### src/rtl/bcd_7seg_pkg.sv
// Shared constants for the BCD seven-segment scanner: digit width and
// segment glyphs in {g,f,e,d,c,b,a} order, active-high.
package bcd_7seg_pkg;

   localparam int BCD_W = 4;

   localparam logic [6:0] SEG_0    = 7'b0111111;
   localparam logic [6:0] SEG_1    = 7'b0000110;
   localparam logic [6:0] SEG_2    = 7'b1011011;
   localparam logic [6:0] SEG_3    = 7'b1001111;
   localparam logic [6:0] SEG_4    = 7'b1100110;
   localparam logic [6:0] SEG_5    = 7'b1101101;
   localparam logic [6:0] SEG_6    = 7'b1111101;
   localparam logic [6:0] SEG_7    = 7'b0000111;
   localparam logic [6:0] SEG_8    = 7'b1111111;
   localparam logic [6:0] SEG_9    = 7'b1101111;
   localparam logic [6:0] SEG_DASH = 7'b1000000;
   localparam logic [6:0] SEG_OFF  = 7'b0000000;

endpackage

### src/rtl/bcd_7seg_decode.sv
// Combinational BCD to seven-segment decoder; non-decimal codes show a dash.
module bcd_7seg_decode
   import bcd_7seg_pkg::*;
(
   input  logic [BCD_W-1:0] code,
   output logic [6:0]       seg
);

   always_comb begin
      seg = SEG_DASH;
      case (code)
         4'd0:    seg = SEG_0;
         4'd1:    seg = SEG_1;
         4'd2:    seg = SEG_2;
         4'd3:    seg = SEG_3;
         4'd4:    seg = SEG_4;
         4'd5:    seg = SEG_5;
         4'd6:    seg = SEG_6;
         4'd7:    seg = SEG_7;
         4'd8:    seg = SEG_8;
         4'd9:    seg = SEG_9;
         default: seg = SEG_DASH;
      endcase
   end

endmodule

### src/rtl/bcd_7seg_scan.sv
// Multiplexed BCD display driver: double-buffered digit data swapped only at
// frame boundaries, leading-zero blanking and a one-cycle ghost guard per slot.
module bcd_7seg_scan
   import bcd_7seg_pkg::*;
#(
   parameter int NUM_DIGITS   = 4,
   parameter int SCAN_DIV     = 1000,
   parameter bit COMMON_ANODE = 1'b0
)
(
   input  logic                        clk,
   input  logic                        rst,
   input  logic                        load,
   output logic                        ready,
   input  logic [BCD_W*NUM_DIGITS-1:0] bcd_in,
   input  logic [NUM_DIGITS-1:0]       dp_in,
   input  logic                        blank_lz,
   output logic [6:0]                  seg,
   output logic                        dp,
   output logic [NUM_DIGITS-1:0]       digit_en,
   output logic                        frame_tick
);

   localparam int CNT_W = (SCAN_DIV > 1) ? $clog2(SCAN_DIV) : 1;
   localparam int IDX_W = (NUM_DIGITS > 1) ? $clog2(NUM_DIGITS) : 1;
   localparam logic [CNT_W-1:0] CNT_LAST = CNT_W'(SCAN_DIV - 1);
   localparam logic [IDX_W-1:0] IDX_LAST = IDX_W'(NUM_DIGITS - 1);
   localparam logic POL = COMMON_ANODE;

   logic [CNT_W-1:0]            cnt;
   logic [IDX_W-1:0]            idx;
   logic                        started;
   logic                        pending_valid;
   logic [BCD_W*NUM_DIGITS-1:0] pending_bcd;
   logic [NUM_DIGITS-1:0]       pending_dp;
   logic [BCD_W*NUM_DIGITS-1:0] disp_bcd;
   logic [NUM_DIGITS-1:0]       disp_dp;
   logic [NUM_DIGITS-1:0]       blank_mask;
   logic                        lead;
   logic [BCD_W-1:0]            cur_code;
   logic                        cur_dp;
   logic                        cur_blank;
   logic [6:0]                  glyph;
   logic                        slot_end;
   logic                        wrap;

   assign slot_end = (cnt == CNT_LAST);
   assign wrap     = slot_end && (idx == IDX_LAST);
   // started keeps ready low through reset and for no longer than that.
   assign ready    = started && !pending_valid;

   always_ff @(posedge clk or posedge rst) begin
      if (rst) begin
         cnt <= '0;
         idx <= '0;
      end else if (slot_end) begin
         cnt <= '0;
         idx <= wrap ? '0 : idx + IDX_W'(1);
      end else begin
         cnt <= cnt + CNT_W'(1);
      end
   end

   always_ff @(posedge clk or posedge rst) begin
      if (rst) begin
         started       <= 1'b0;
         pending_valid <= 1'b0;
         pending_bcd   <= '0;
         pending_dp    <= '0;
         disp_bcd      <= '0;
         disp_dp       <= '0;
         frame_tick    <= 1'b0;
      end else begin
         started    <= 1'b1;
         frame_tick <= wrap;
         if (wrap && pending_valid) begin
            disp_bcd      <= pending_bcd;
            disp_dp       <= pending_dp;
            pending_valid <= 1'b0;
         end else if (load && ready) begin
            pending_bcd   <= bcd_in;
            pending_dp    <= dp_in;
            pending_valid <= 1'b1;
         end
      end
   end

   // A digit is blanked when it and every more significant digit are zero.
   always_comb begin
      blank_mask = '0;
      lead       = blank_lz;
      for (int i = NUM_DIGITS - 1; i > 0; i--) begin
         lead          = lead && (disp_bcd[i*BCD_W +: BCD_W] == '0);
         blank_mask[i] = lead;
      end
   end

   always_comb begin
      cur_code  = '0;
      cur_dp    = 1'b0;
      cur_blank = 1'b0;
      for (int i = 0; i < NUM_DIGITS; i++) begin
         if (idx == IDX_W'(i)) begin
            cur_code  = disp_bcd[i*BCD_W +: BCD_W];
            cur_dp    = disp_dp[i];
            cur_blank = blank_mask[i];
         end
      end
   end

   bcd_7seg_decode u_decode (
      .code (cur_code),
      .seg  (glyph)
   );

   always_ff @(posedge clk or posedge rst) begin
      if (rst) begin
         seg      <= {7{POL}};
         dp       <= POL;
         digit_en <= {NUM_DIGITS{POL}};
      end else begin
         seg      <= (cur_blank ? SEG_OFF : glyph) ^ {7{POL}};
         dp       <= cur_dp ^ POL;
         digit_en <= ((cnt == '0) ? '0 : (NUM_DIGITS'(1) << idx)) ^ {NUM_DIGITS{POL}};
      end
   end

endmodule

### config.mk
export PLATFORM = sky130hd
export DESIGN_NAME = bcd_7seg_scan
export DESIGN_NICKNAME = d
export VERILOG_FILES = /design/src/rtl/bcd_7seg_pkg.sv /design/src/rtl/bcd_7seg_decode.sv /design/src/rtl/bcd_7seg_scan.sv
export SDC_FILE = /design/constraint.sdc
export NUM_CORES = 1
export LEC_CHECK = 0
export CAP_MARGIN = 20
export CORE_MARGIN = 2
export CORE_UTILIZATION = 40
export DETAILED_ROUTE_END_ITERATION = 6
export SLEW_MARGIN = 10
export SYNTH_ARGS = -nofsm -noshare
export SYNTH_HDL_FRONTEND = slang
export SYNTH_HIERARCHICAL = 1
export SYNTH_SLANG_ARGS = --single-unit
### constraint.sdc
create_clock -name clk -period 5.4 [get_ports clk]
set_input_delay 1.35 -clock clk [delete_from_list [all_inputs] [get_ports clk]]
set_output_delay 1.35 -clock clk [all_outputs]
set_load 0.02 [all_outputs]
==> impl_metrics.yaml <==
status:
  status: "finished clean"
logic_synthesis:
  syn_area_um2: 3110
  synth_top_area_share_pct: 53.9
  synth-async-reset-ratio_pct: 100
  syn_nets: 289
  avgSynthCellArea_um2: 12.3
  synth_edf_count: 0
  synth_most_common_cell: "dfrtp_1"
  synth_ff_type: "dfrtp_1"
  ys_top_cells_by_count: "67 x dfrtp_1, 21 x mux2_4, 17 x nand2_1"
  yosysWarningCount: 6
  seq_area_frac_synth_pct: 53.9
  yosys-top-cells-area: "dfrtp_1 54%, mux2_4 10%, ha_1 4.8%"
  synth.distinct_cells: 39
  synth-seq-cells: 67
  yosysTopAreaCell: "dfrtp_1"
  netlist_instances: 253
global_routing:
  grt_usage_pct: 13.7
  grt_overflow: 0
  grt_pass1_vias: 1857
  grt_max_degree: 46
  grt_pass1_wl_mm: 8.86
  grtUsageMet3_pct: 5.18
  busiest_layer: "met2"
  global_route.usage.met2_pct: 20.6
  met1_usage_pct: 17.3
  antenna_found_initial: 0
pwr:
  power_switching_w: 0.000223
  p_clk_share_pct: 41.3
  comb_power_share_pct: 5.0
  power.leakage_nw: 1.73
  total_power_w: 0.00101
  switching_share_pct: 22.1
  power_density_nw_per_um2: 269
  ir_worst_vdd_mv: 0.152
  seqPwrFrac_pct: 53.7
  intPower_w: 0.000787
timing:
  fin_crit_sh_pct: 53.2
  fmax_ghz: 0.348
  tns_ps: 0
  rsz0062_at_grt: "false"
  finalCriticalPeriod_ps: 2880
  finalSetupViolations: 0
  hold_viol_final: 0
  relSlewSlack_pct: 39.9
  slew_violations: 0
  skew_ps: 7.47
  worstMarginPinSlew_ps: 900
clock_tree:
  htree_levels: 3
  cts-resized-gates: 0
  numCtsBuffers: 9
  clock-root-buffer: "clkbuf_8"
  postCtsSetupBuffers: 0
  cts_buffer_depth: 2
  cts.sinks: 67
  postCtsHoldBufs: 0
  clock_latency_ps: 350
  cts_tree: "done"
  path_clk_slew_ps: 70
critical_path:
  slowest_delay_ps: 620
  cp.arrival_ps: 1530
  cp_cell_sequence: "nor2b_1, clkdlybuf4s50_1"
  start_kind: "register"
  slowest_stage: "clkdlybuf4s50_1"
  crit_type: "register to primary output"
  path_max_fanout: 4
  required_ps: 4050
  r2r_slack_ps: 2740
  end_kind: "primary output"
detailed_routing:
  antenna_left: 0
  viasPerCell: 4.76
  wl_mm: 5.06
  wl_per_cell_um: 12.6
  num_vias: 1905
  dr.pass1.iters: 4
  drtIter0Drc: 63
  drcViolationCount: 0
floorplan:
  fp.coreArea_um2: 7650
  core.rowCount: 32
  initial_core_util_pct: 40.7
  dieHeight_um: 92.2
  die_area_um2: 8500
  num_io_pins: 38
  dieWidth_um: 92.2
finish:
  drive_above_1_share_pct: 18.1
  multi_input_area_um2: 1320
  synthToLayoutAreaGrowth_pct: 20.7
  stdcell_area_um2: 3760
  regArea_um2: 1680
  nets: 329
  nFillCells: 710
  n_antenna_cell: 0
placed_design:
  placed_area_um2: 3550
  io_buffers: 37
  post-dp-hpwl_mm: 3.56
  place_congestion: 0.792
hold_path:
  min_path_type: "register to register"
run:
  maxCapViolCount: 0
==> path summary, 6_finish.rpt <==
| kind | startpoint | endpoint | cells after the start |
|---|---|---|---|
| max in group asynchronous | rst | disp_dp[0] | 3 |
| hold / removal | pending_bcd[8] | pending_bcd[8] | 1 |
| setup / recovery | pending_valid | ready | 2 |
| min in group asynchronous | rst | seg[5] | 2 |
| hold reg to reg | pending_bcd[8] | pending_bcd[8] | 1 |
| setup reg to reg | idx[0] | seg[5] | 11 |
==> per-layer routing <==
| layer | part of all wire (%) | wire, um |
|---|---|---|
| met1 | 48 | 2410 |
| met2 | 45 | 2290 |
| met3 | 5.0 | 251 |
| met4 | 2.0 | 103 |
| met5 | 0 | 0 |
==> placed cells by master (no fill, tap or decap), types with 2 or more instances in the layout <==
master and n:
o21ai_0 11, mux2_1 7, mux2_2 13, and4_1 2, nor4_1 3, and2_1 5
inv_1 10, ha_1 12, buf_4 2, clkinv_4 2, nand3_1 7, nor2b_1 11
clkdlybuf4s50_1 37, a21oi_1 7, o22ai_1 3, clkinv_2 2, xor2_1 4, a21o_1 3
clkbuf_8 10, o21ai_1 10, mux2_4 21, dfrtp_1 67, nand2_1 17, nor2_1 12
==> critical path: cells and delay by family (launching register included) <==
kind,cells,cell delay (ps)
flops,1,410
buf+inv,1,620
simple gates,1,150
==> cell families after synthesis <==
| family | share of synthesized area (%) |
|---|---|
| XOR/XNOR | 1.41 |
| flip-flops | 53.9 |
| AO/OA/AOI/OAI | 7.76 |
| adder cells (fa/ha/maj) | 4.82 |
| AND/OR/NAND/NOR | 11.1 |
| other | 0.120 |
| buffers and inverters | 3.62 |
| multiplexers | 17.4 |
==> sequential cells by signal, summed over array words and instances, names as in the netlist <==
register / cells
pending_bcd: 16
frame_tick: 1
dp: 1
disp_dp: 4
cnt: 10
disp_bcd: 16
idx: 2
pending_dp: 4
pending_valid: 1
digit_en: 4
started: 1
seg: 7
==> final cells by class <==
cell class                 count  area share (%)
clock inverter                 6            1.73
timing repair buffer          39            10.3
clock buffer                  10            3.66
tap                          102            3.40
multi-input combinational    165            35.2
sequential                    67            44.6
inverter                      11            1.10
==> power groups by stage <==
stage	clock network (W)	logic, W	registers [W]
floorplan	0	0.0000295	0.000547
global placement	0	0.0000497	0.000552
detailed placement	0	0.0000518	0.000554
CTS	0.000431	0.0000520	0.000544
global route	0.000458	0.0000569	0.000546
finish	0.000417	0.0000501	0.000543
==> through the flow <==
stage	cells	hold slack, ps	utilization, %	setup WS (ps)
floorplan	253	459	-	2370
global placement	384	476	46.5	2420
detailed placement	384	489	46.5	2400
CTS	400	507	49.1	2500
global route	400	516	49.1	2460
finish	400	499	49.1	2520
No activity file was read; power rests on OpenSTA's default activity.
